[config.mk]
export PLATFORM = sky130hd
export DESIGN_NAME = reg_cmd_master_flat
export DESIGN_NICKNAME = d
export VERILOG_FILES = /design/src/rtl/reg_cmd_master_pkg.sv /design/src/rtl/reg_cmd_master_if.sv /design/src/rtl/reg_cmd_master_fifo.sv /design/src/rtl/reg_cmd_master.sv /design/src/flat_wrapper.sv
export SDC_FILE = /design/constraint.sdc
export NUM_CORES = 1
export LEC_CHECK = 0
export BUFFER_PORTS_ARGS = -buffer_cell sky130_fd_sc_hd__buf_2
export CORE_MARGIN = 2
export CORE_UTILIZATION = 40
export DETAILED_ROUTE_END_ITERATION = 7
export GPL_ROUTABILITY_DRIVEN = 0
export SLEW_MARGIN = 25
export SYNTH_ARGS = -nofsm -noshare
export SYNTH_HDL_FRONTEND = slang
export SYNTH_SLANG_ARGS = --single-unit
[constraint.sdc]
create_clock -name clk -period 3.3 [get_ports clk]
set_input_delay 0.66 -clock clk [delete_from_list [all_inputs] [get_ports clk]]
set_output_delay 0.66 -clock clk [all_outputs]
set_load 0.02 [all_outputs]
[src/rtl/reg_cmd_master_pkg.sv]
// Shared widths, payload structs and FSM state type for the register command master.
package reg_cmd_master_pkg;
  localparam int ADDR_W = 8;
  localparam int DATA_W = 16;

  typedef struct packed {
    logic              wr;
    logic [ADDR_W-1:0] addr;
    logic [DATA_W-1:0] wdata;
  } reg_cmd_t;

  typedef struct packed {
    logic              wr;
    logic [DATA_W-1:0] rdata;
    logic              err;
  } reg_rsp_t;

  typedef enum logic [1:0] {
    IDLE   = 2'd0,
    REQ    = 2'd1,
    RDWAIT = 2'd2,
    RESP   = 2'd3
  } state_e;
endpackage

[src/rtl/reg_cmd_master_if.sv]
// Command stream, response stream and reg_ctrl bus of the register command master.
interface reg_cmd_master_if;
  import reg_cmd_master_pkg::*;

  // valid/ready: a transfer happens on a posedge where both are high; the valid
  // side keeps its payload stable until that edge. The reg_ctrl bus works the same
  // way with sel as valid and ready as ready.
  logic              cmd_valid;
  logic              cmd_ready;
  logic              cmd_wr;
  logic [ADDR_W-1:0] cmd_addr;
  logic [DATA_W-1:0] cmd_wdata;
  logic              rsp_valid;
  logic              rsp_ready;
  logic              rsp_wr;
  logic [DATA_W-1:0] rsp_rdata;
  logic              rsp_err;
  logic              sel;
  logic              wr;
  logic [ADDR_W-1:0] addr;
  logic [DATA_W-1:0] wdata;
  logic [DATA_W-1:0] rdata;
  logic              ready;

  modport master (
    input  cmd_valid, cmd_wr, cmd_addr, cmd_wdata, rsp_ready, rdata, ready,
    output cmd_ready, rsp_valid, rsp_wr, rsp_rdata, rsp_err, sel, wr, addr, wdata
  );

  modport slave (
    output cmd_valid, cmd_wr, cmd_addr, cmd_wdata, rsp_ready, rdata, ready,
    input  cmd_ready, rsp_valid, rsp_wr, rsp_rdata, rsp_err, sel, wr, addr, wdata
  );
endinterface

[src/rtl/reg_cmd_master_fifo.sv]
// Two-entry command buffer; read side sees a new entry one cycle after it is written.
module reg_cmd_master_fifo
  import reg_cmd_master_pkg::*;
(
  input  logic     clk,
  input  logic     rst,
  input  logic     in_valid,
  output logic     in_ready,
  input  reg_cmd_t in_data,
  output logic     out_valid,
  input  logic     out_ready,
  output reg_cmd_t out_data
);
  reg_cmd_t   mem [2];
  logic       wp;
  logic       rp;
  logic       vis_q;
  logic [1:0] count;
  logic       push;
  logic       pop;

  assign in_ready  = (count != 2'd2);
  assign out_valid = vis_q;
  assign out_data  = mem[rp];
  assign push      = in_valid && in_ready;
  assign pop       = out_valid && out_ready;

  always_ff @(posedge clk) begin
    if (push) mem[wp] <= in_data;
  end

  always_ff @(posedge clk) begin
    if (rst) begin
      wp    <= 1'b0;
      rp    <= 1'b0;
      count <= 2'd0;
      vis_q <= 1'b0;
    end else begin
      if (push) wp <= ~wp;
      if (pop)  rp <= ~rp;
      if (push && !pop)      count <= count + 2'd1;
      else if (pop && !push) count <= count - 2'd1;
      // Popping the last entry hides the head at once; anything else lags count by one edge.
      vis_q <= (count != 2'd0) && !(pop && count == 2'd1);
    end
  end
endmodule

[src/rtl/reg_cmd_master.sv]
// Drives reg_ctrl from a buffered command stream, one transaction at a time, with a
// ready watchdog and one in-order response per command.
module reg_cmd_master
  import reg_cmd_master_pkg::*;
#(
  parameter int TIMEOUT = 64
) (
  input  logic             clk,
  input  logic             rst,
  reg_cmd_master_if.master bus,
  output state_e           dbg_state
);
  localparam int               CNT_W    = $clog2(TIMEOUT + 1);
  localparam logic [CNT_W-1:0] CNT_LAST = CNT_W'(TIMEOUT - 1);
  localparam logic [CNT_W-1:0] CNT_SAT  = CNT_W'(TIMEOUT);

  reg_cmd_t          in_cmd;
  reg_cmd_t          head;
  logic              head_valid;
  logic              head_pop;
  state_e            state;
  logic [CNT_W-1:0]  wd_cnt;
  logic              sel_q;
  logic              wr_q;
  logic [ADDR_W-1:0] addr_q;
  logic [DATA_W-1:0] wdata_q;
  reg_rsp_t          rsp_q;
  logic              rsp_valid_q;

  assign in_cmd   = '{wr: bus.cmd_wr, addr: bus.cmd_addr, wdata: bus.cmd_wdata};
  assign head_pop = (state == IDLE);

  reg_cmd_master_fifo u_fifo (
    .clk       (clk),
    .rst       (rst),
    .in_valid  (bus.cmd_valid),
    .in_ready  (bus.cmd_ready),
    .in_data   (in_cmd),
    .out_valid (head_valid),
    .out_ready (head_pop),
    .out_data  (head)
  );

  always_ff @(posedge clk) begin
    if (rst) begin
      state       <= IDLE;
      wd_cnt      <= '0;
      sel_q       <= 1'b0;
      wr_q        <= 1'b0;
      addr_q      <= '0;
      wdata_q     <= '0;
      rsp_q       <= '0;
      rsp_valid_q <= 1'b0;
    end else begin
      case (state)
        IDLE: begin
          if (head_valid) begin
            sel_q   <= 1'b1;
            wr_q    <= head.wr;
            addr_q  <= head.addr;
            wdata_q <= head.wdata;
            wd_cnt  <= '0;
            state   <= REQ;
          end
        end
        REQ: begin
          if (sel_q && bus.ready) begin
            sel_q  <= 1'b0;
            wr_q   <= 1'b0;
            wd_cnt <= '0;
            if (wr_q) begin
              rsp_q       <= '{wr: 1'b1, rdata: '0, err: 1'b0};
              rsp_valid_q <= 1'b1;
              state       <= RESP;
            end else begin
              state <= RDWAIT;
            end
          end else if (wd_cnt == CNT_LAST) begin
            // Abandon the request: reg_ctrl never sees an accept edge for it.
            sel_q       <= 1'b0;
            wr_q        <= 1'b0;
            wd_cnt      <= CNT_SAT;
            rsp_q       <= '{wr: wr_q, rdata: '0, err: 1'b1};
            rsp_valid_q <= 1'b1;
            state       <= RESP;
          end else begin
            wd_cnt <= wd_cnt + CNT_W'(1);
          end
        end
        RDWAIT: begin
          if (bus.ready) begin
            rsp_q       <= '{wr: 1'b0, rdata: bus.rdata, err: 1'b0};
            rsp_valid_q <= 1'b1;
            state       <= RESP;
          end else if (wd_cnt == CNT_LAST) begin
            wd_cnt      <= CNT_SAT;
            rsp_q       <= '{wr: 1'b0, rdata: '0, err: 1'b1};
            rsp_valid_q <= 1'b1;
            state       <= RESP;
          end else begin
            wd_cnt <= wd_cnt + CNT_W'(1);
          end
        end
        RESP: begin
          if (bus.rsp_ready) begin
            rsp_valid_q <= 1'b0;
            state       <= IDLE;
          end
        end
        default: state <= IDLE;
      endcase
    end
  end

  assign bus.sel       = sel_q;
  assign bus.wr        = wr_q;
  assign bus.addr      = addr_q;
  assign bus.wdata     = wdata_q;
  assign bus.rsp_valid = rsp_valid_q;
  assign bus.rsp_wr    = rsp_q.wr;
  assign bus.rsp_rdata = rsp_q.rdata;
  assign bus.rsp_err   = rsp_q.err;
  assign dbg_state     = state;
endmodule

[src/flat_wrapper.sv]
// flat-port wrapper written by rule: the top's interface ports become plain ports
module reg_cmd_master_flat import reg_cmd_master_pkg::*;
#(
  parameter int TIMEOUT = 64
)
  (clk, rst, dbg_state, bus_cmd_valid, bus_cmd_wr, bus_cmd_addr, bus_cmd_wdata, bus_rsp_ready, bus_rdata, bus_ready, bus_cmd_ready, bus_rsp_valid, bus_rsp_wr, bus_rsp_rdata, bus_rsp_err, bus_sel, bus_wr, bus_addr, bus_wdata);
  reg_cmd_master_if bus_i ();
  input  logic clk;
  input  logic rst;
  output state_e dbg_state;
  input wire logic [$bits(bus_i.cmd_valid)-1:0] bus_cmd_valid;
  input wire logic [$bits(bus_i.cmd_wr)-1:0] bus_cmd_wr;
  input wire logic [$bits(bus_i.cmd_addr)-1:0] bus_cmd_addr;
  input wire logic [$bits(bus_i.cmd_wdata)-1:0] bus_cmd_wdata;
  input wire logic [$bits(bus_i.rsp_ready)-1:0] bus_rsp_ready;
  input wire logic [$bits(bus_i.rdata)-1:0] bus_rdata;
  input wire logic [$bits(bus_i.ready)-1:0] bus_ready;
  output wire logic [$bits(bus_i.cmd_ready)-1:0] bus_cmd_ready;
  output wire logic [$bits(bus_i.rsp_valid)-1:0] bus_rsp_valid;
  output wire logic [$bits(bus_i.rsp_wr)-1:0] bus_rsp_wr;
  output wire logic [$bits(bus_i.rsp_rdata)-1:0] bus_rsp_rdata;
  output wire logic [$bits(bus_i.rsp_err)-1:0] bus_rsp_err;
  output wire logic [$bits(bus_i.sel)-1:0] bus_sel;
  output wire logic [$bits(bus_i.wr)-1:0] bus_wr;
  output wire logic [$bits(bus_i.addr)-1:0] bus_addr;
  output wire logic [$bits(bus_i.wdata)-1:0] bus_wdata;
  assign bus_i.cmd_valid = bus_cmd_valid;
  assign bus_i.cmd_wr = bus_cmd_wr;
  assign bus_i.cmd_addr = bus_cmd_addr;
  assign bus_i.cmd_wdata = bus_cmd_wdata;
  assign bus_i.rsp_ready = bus_rsp_ready;
  assign bus_i.rdata = bus_rdata;
  assign bus_i.ready = bus_ready;
  assign bus_cmd_ready = bus_i.cmd_ready;
  assign bus_rsp_valid = bus_i.rsp_valid;
  assign bus_rsp_wr = bus_i.rsp_wr;
  assign bus_rsp_rdata = bus_i.rsp_rdata;
  assign bus_rsp_err = bus_i.rsp_err;
  assign bus_sel = bus_i.sel;
  assign bus_wr = bus_i.wr;
  assign bus_addr = bus_i.addr;
  assign bus_wdata = bus_i.wdata;
  reg_cmd_master #(.TIMEOUT(TIMEOUT)) u_core (.clk(clk), .rst(rst), .bus(bus_i), .dbg_state(dbg_state));
endmodule
==> results of run 1 <==
==> state kept, by name (all words and copies together), names as in the netlist, named ones only <==
signal	count
u_core.bus.rsp_err	1
u_core.bus.rsp_valid	1
u_core.bus.wr	1
u_core.bus.addr	8
u_core.u_fifo.count	2
u_core.dbg_state	2
u_core.bus.rsp_rdata	16
u_core.u_fifo.wp	1
u_core.u_fifo.out_valid	1
u_core.u_fifo.mem	50
u_core.bus.sel	1
u_core.wd_cnt	7
u_core.u_fifo.rp	1
u_core.bus.rsp_wr	1
u_core.bus.wdata	16
==> how the worst max path moves through the flow <==
stage,startpoint,to,slack [ns],cells after the start
floorplan,bus_cmd_valid,u_core.u_fifo.mem[0][0],0.80,2
global placement,u_core.dbg_state[1],u_core.bus.rsp_rdata[7],1.19,6
detailed placement,u_core.dbg_state[1],u_core.bus.rsp_rdata[15],1.08,6
CTS,u_core.dbg_state[1],u_core.bus.rsp_rdata[15],1.04,6
global route,u_core.dbg_state[1],u_core.bus.rsp_rdata[13],0.77,6
finish,u_core.dbg_state[1],u_core.bus.rsp_rdata[13],1.07,6
==> layout make-up <==
class	count	area [um^2]
clock inverters	6	76.32
multi-input cells	229	1564
clock buffers	10	127.6
repair buffers	97	495.5
inverters	8	30.03
flip-flops and latches	110	2704
well taps	140	175.2
fillers	1019	5620
==> power breakdown <==
group / switching, uW / leakage (uW) / internal [uW] / total (uW)
Clock: 473 / 0.0000969 / 365 / 838
Combinational: 769 / 0.000869 / 448 / 1220
Sequential: 175 / 0.000956 / 1680 / 1860
==> through the flow <==
stage / power (uW) / cell area (um^2) / util, % / setup WS (ns) / hold slack [ns]
floorplan: 2779 / 4398 / - / 0.8046 / 0.4486
global route: 4190 / 5172 / 47.92 / 0.7730 / 0.4410
finish: 3914 / 5172 / 47.92 / 1.066 / 0.4712
CTS: 3966 / 5172 / 47.92 / 1.038 / 0.4497
global placement: 3103 / 4969 / 46.04 / 1.192 / 0.4572
detailed placement: 3123 / 4969 / 46.04 / 1.075 / 0.4635
==> logic make-up after synthesis <==
logic type      after synthesis  share of synthesized area, %
mux                          26                         5.918
flops                       110                         61.45
simple gates                109                         13.40
fa+ha+maj                    11                         3.129
compound gates               77                         11.84
xor+xnor                      6                         1.195
buf+inv                      30                         3.073
==> cells in the final DEF, fill, tap and decap left out, drive strengths merged, types with 2 or more instances in the layout <==
cell / n
a211oi: 26
a21oi: 10
a31oi: 4
and2: 4
buf: 97
clkbuf: 10
clkinvlp: 2
dfxtp: 60
edfxtp: 50
ha: 11
inv: 11
mux2i: 26
nand2: 10
nand2b: 19
nand3: 6
nand4: 18
nand4b: 2
nor2: 37
nor2b: 3
nor3: 2
o211ai: 2
o21a: 2
o21ai: 22
o31ai: 3
or2: 2
xnor2: 4
xor2: 2
==> layer usage <==
| metal | vias to the layer above | wire, um | global-route usage (%) |
|---|---|---|---|
| li1 | 1526 | - | - |
| met1 | 1479 | 4010 | 20.55 |
| met2 | 108 | 3931 | 25.13 |
| met3 | 10 | 697 | 5.320 |
| met4 | 0 | 133 | 5.037 |
| met5 | - | 0 | 0 |
==> flow_summary.ini, run 1 <==
[detailed_routing]
drt_first_pass_iters = 4
detail-route-antenna-nets = 0
drc = 0
routed-via-count = 3123
via_per_inst = 5.205
first_iter_violations = 159
wl_um = 8773
wl_per_cell_um = 14.62

[floorplanning]
io_pins = 94
core_area_um2 = 10790
die_h_um = 108.9
start_util_pct = 40.75
die-area_um2 = 11850
fp.dieW_um = 108.9
rows = 38

[yosys]
synth_area_leaders = edfxtp_1, dfxtp_1, mux2i_1
netlist_instances = 369
synth.avg_cell_area_um2 = 11.92
yosys.area.top_type = edfxtp_1
synth_edf_count = 50
synth-seq-area-share_pct = 61.45
syn_nets = 426
netlist_area_um2 = 4398
async_flop_share_pct = 0
synth_commonest_cells = dfxtp_1, edfxtp_1, nor2_1
ys_ff_latch = 110
yosysWarningCount = 0
synth_top_area_share_pct = 34.14
ys.flop_type = dfxtp_1
post-synth-top-count-cell = dfxtp_1
yosysUniqueCellTypes = 44

[critical_path]
critical_path_required_ns = 3.51
path_cells = inv_1 -> ha_1 -> o21bai_4 -> a2bb2oi_1 -> nor2_1 -> o21ai_0
cp_slowest_cell = nor2_1
r2r_setup_slack_ns = 1.07
path_max_fanout = 16
cp-start-kind = flop
worstSetupPathType = flop to flop
regToRegEndpoint = u_core.bus.rsp_rdata[13]
path_delay_family = simple AND/OR/NAND/NOR gates
cp.buffers_inverters = 1
r2r_cells = 6
r2r-start = u_core.dbg_state[1]
end_kind = flop
arrival_ns = 2.45
max_stage_delay_ns = 0.65

[placed_design]
portBuffers = 93
post-dp-hpwl_um = 5756
post-place-cells = 584

[pwr]
p_leak_uw = 0.001922
power_density_nw_per_um2 = 756.7
ir_worst_vdd_mv = 0.3955

[timing]
rsz0062_at_grt = no
drv_slew = 0
worstMarginPinSlew_ns = 0.9407
fin_skew_ns = 0.01124
fin_crit_ns = 2.234
fmax_mhz = 447.6
hold_viol_final = 0
period_share_pct = 67.71
setup-violations-final = 0
slew_headroom_pct = 37.06
setup-tns-final_ns = 0

[clocking]
post_cts_buffers = 0
cts_hold_buffers = 0
clk_pin_slew_ns = 0.11
cts_resized = 0
clk_path_buf_depth = 2
cts-buffers-inserted = 9
clk-insertion-delay-late_ns = 0.37
cts_num_sinks = 110
cts.htree.levels = 3
cts-root-buf = clkbuf_8
cts_tree = yes

[finish]
antenna_cells = 0
syn_to_final_growth_pct = 17.61
finalNonFillerCells = 600
final_layout_size_suffix_gt1_share_pct = 26.52
final_nets = 512

[hold_path]
worstHoldStart = bus_cmd_wdata[14]
hold_end = u_core.u_fifo.mem[0][14]
hold_path_class = primary input to flop
min_path_cells = 1

[run]
maxCapViolations = 0

[global_routing]
grt_pass1_wl_um = 14630
globalRouteOverflowTotal = 0
gr-usage-all-layers_pct = 15.86
grt_antenna_before_repair = 0
grt_pass1_vias = 3026
grt_max_degree = 61

[status]
status = complete, no violations
No activity file was read; power rests on OpenSTA's default activity.
==> run 2, diff against run 1 <==
ABC_AREA = 1   (was default)
clock period = 2.35 ns   (was 3.3 ns; I/O delays follow)
==> flow_summary.ini, run 2 <==
[global_routing]
gr-usage-met2_pct = 26.95
busiest_layer = met2
gr-usage-all-layers_pct = 15.92
grt_max_degree = 37
grt_antenna_before_repair = 0
gr-usage-met1_pct = 19.54
grtUsageMet3_pct = 5.825
grt_pass1_wl_um = 15900
globalRouteOverflowTotal = 0
grt_pass1_vias = 3397

[detailed_routing]
routed-via-count = 3499
via_per_inst = 4.568
first_iter_violations = 178
detail-route-antenna-nets = 0
wl_per_cell_um = 12.46
drc = 0
wl_um = 9542
drt_first_pass_iters = 5

[clocking]
clk-insertion-delay-late_ns = 0.35
cts_resized = 0
post_cts_buffers = 0
cts_hold_buffers = 0
clk_pin_slew_ns = 0.08
cts-root-buf = clkbuf_16
cts.htree.levels = 3
clk_path_buf_depth = 2
cts_tree = yes
cts_num_sinks = 110
cts-buffers-inserted = 9

[finish]
finalNonFillerCells = 766
fillers = 1093
top_register = u_core.u_fifo.mem
final_cell_mix = nand2_1, buf_2, inv_1
syn_to_final_growth_pct = 20.67
layout_commonest_cell = nand2_1
final_layout_size_suffix_gt1_share_pct = 21.19
final_nets = 675
antenna_cells = 0
postLayoutCellArea_um2 = 5567
postLayoutCoreUtil_pct = 49.17
largest_reg_flops = 50

[yosys]
ys_ff_latch = 110
synth_edf_count = 50
yosysUniqueCellTypes = 27
synth-seq-area-share_pct = 58.58
synth_top_area_share_pct = 32.55
synth_fa_ha_area_share_pct = 2.983
ys.flop_type = dfxtp_1
yosysWarningCount = 0
synth_commonest_cells = nand2_1, inv_1, nor2_1
synth_compound_area_share_pct = 6.455
synth_mux_area_share_pct = 0
yosys.area.top_type = edfxtp_1
synth_area_leaders = edfxtp_1, dfxtp_1, nand2_1
netlist_instances = 524
synth_top_family_by_area = simple AND/OR/NAND/NOR gates
syn_nets = 581
yosys.area_share.simple_pct = 21.75
netlist_area_um2 = 4613
synth.avg_cell_area_um2 = 8.804
async_flop_share_pct = 0
post-synth-top-count-cell = nand2_1
synth_xor_area_share_pct = 0.7594

[timing]
worstMarginPinSlew_ns = 0.4676
hold_viol_final = 0
drv_slew = 0
slew_headroom_pct = 68.50
period_share_pct = 80.36
setup-violations-final = 0
fmax_mhz = 529.5
fin_crit_ns = 1.888
rsz0062_at_grt = no
fin_ws_ns = 0.4615
fin_skew_ns = 0.01197

[floorplanning]
core_area_um2 = 11320
die_h_um = 111.4
fp.dieW_um = 111.4
io_pins = 94
rows = 39
start_util_pct = 40.75
die-area_um2 = 12410

[placed_design]
post-place-cells = 750
portBuffers = 93
post-dp-hpwl_um = 6416
place_ws_ns = 0.4749
placed_area_um2 = 5239

[critical_path]
cp_slowest_cell = dfxtp_1
max_stage_delay_ns = 0.39
path_max_fanout = 36
critical_path_required_ns = 2.59
cp-start-kind = flop
end_kind = flop
worstSetupPathType = flop to flop
path_delay_family = simple AND/OR/NAND/NOR gates
cp.buffers_inverters = 2
cp_common_cell = nor2_1
arrival_ns = 2.13
path_cells = inv_1 -> ha_1 -> inv_1 -> nor2_1 -> nand3_4 -> nor2_1 -> nor2_1

[pwr]
power_density_nw_per_um2 = 1184
p_leak_uw = 0.002788
ir_worst_vdd_mv = 0.7558
p_total_uw = 6588

[run]
maxCapViolations = 0

[hold_path]
hold_path_class = primary input to flop

[status]
status = complete, no violations
## run 2: changes by cell type after synthesis, moves of 15 or more
| cell | before | now |
|---|---|---|
| nand4_1 | 18 | 0 |
| a211oi_1 | 26 | 0 |
| nor2_1 | 37 | 75 |
| nand3_1 | 5 | 35 |
| mux2i_1 | 26 | 0 |
| o211ai_1 | 2 | 24 |
| nand2_1 | 10 | 122 |
| nand2b_1 | 19 | 0 |
| inv_1 | 8 | 86 |
| o21ai_0 | 22 | 7 |
## run 2: path summary, 6_finish.rpt
check	start	endpoint	cells past startpoint	slack, ns
worst max-delay path	u_core.dbg_state[0]	u_core.bus.rsp_rdata[7]	7	0.46
worst max register to register	u_core.dbg_state[0]	u_core.bus.rsp_rdata[7]	7	0.46
worst min-delay path	bus_cmd_addr[1]	u_core.u_fifo.mem[1][17]	1	0.30
worst min register to register	u_core.bus.rsp_valid	u_core.bus.rsp_valid	2	0.48
## run 2: area by class of cell
| cell class | instances | area [um^2] | share of cell area [%] |
|---|---|---|---|
| sequential | 110 | 2703 | 48.55 |
| multi-input combinational | 304 | 1479 | 26.57 |
| timing repair buffer | 103 | 540.5 | 9.710 |
| inverter | 90 | 337.8 | 6.069 |
| clock buffer | 9 | 225.2 | 4.046 |
| tap | 143 | 178.9 | 3.214 |
| clock inverter | 7 | 102.6 | 1.843 |
## run 2: power by group
| part | leakage (uW) | switching (uW) | total [uW] | internal, uW |
|---|---|---|---|---|
| Clock | 0.000158 | 714 | 1660 | 950 |
| Sequential | 0.000957 | 240 | 2710 | 2470 |
| Combinational | 0.00167 | 1480 | 2210 | 729 |
## run 2: cells by family (layout without fill, tap and decap cells)
| kind of cell | after synthesis | count (layout) |
|---|---|---|
| buffers and inverters | 110 | 209 |
| and+or+nand+nor | 243 | 243 |
| xor gates and xnor gates | 4 | 4 |
| DFF | 110 | 110 |
| adders and majority gates | 11 | 11 |
| AOI/OAI and AO/OA | 46 | 46 |
## run 2: routing by layer
layer	up-vias	wire [um]
met1	1572	4356
met2	87	4537
met3	4	586
met5	-	0
met4	0	61
li1	1836	-
## run 2: stage by stage
step	setup TNS, ns	hold slack [ns]
2_1_floorplan	-0.3124	0.4505
3_3_place_gp	0	0.4630
3_5_place_dp	0	0.4660
4_1_cts	0	0.2927
5_1_grt	0	0.2840
6_report	0	0.3020
## run 2: worst register-to-register path, cell delays in order (launching register included)
cell and delay (ns):
dfxtp_1 0.39, inv_1 0.15, ha_1 0.38, inv_1 0.08, nor2_1 0.18, nand3_4 0.32
nor2_1 0.22, nor2_1 0.07
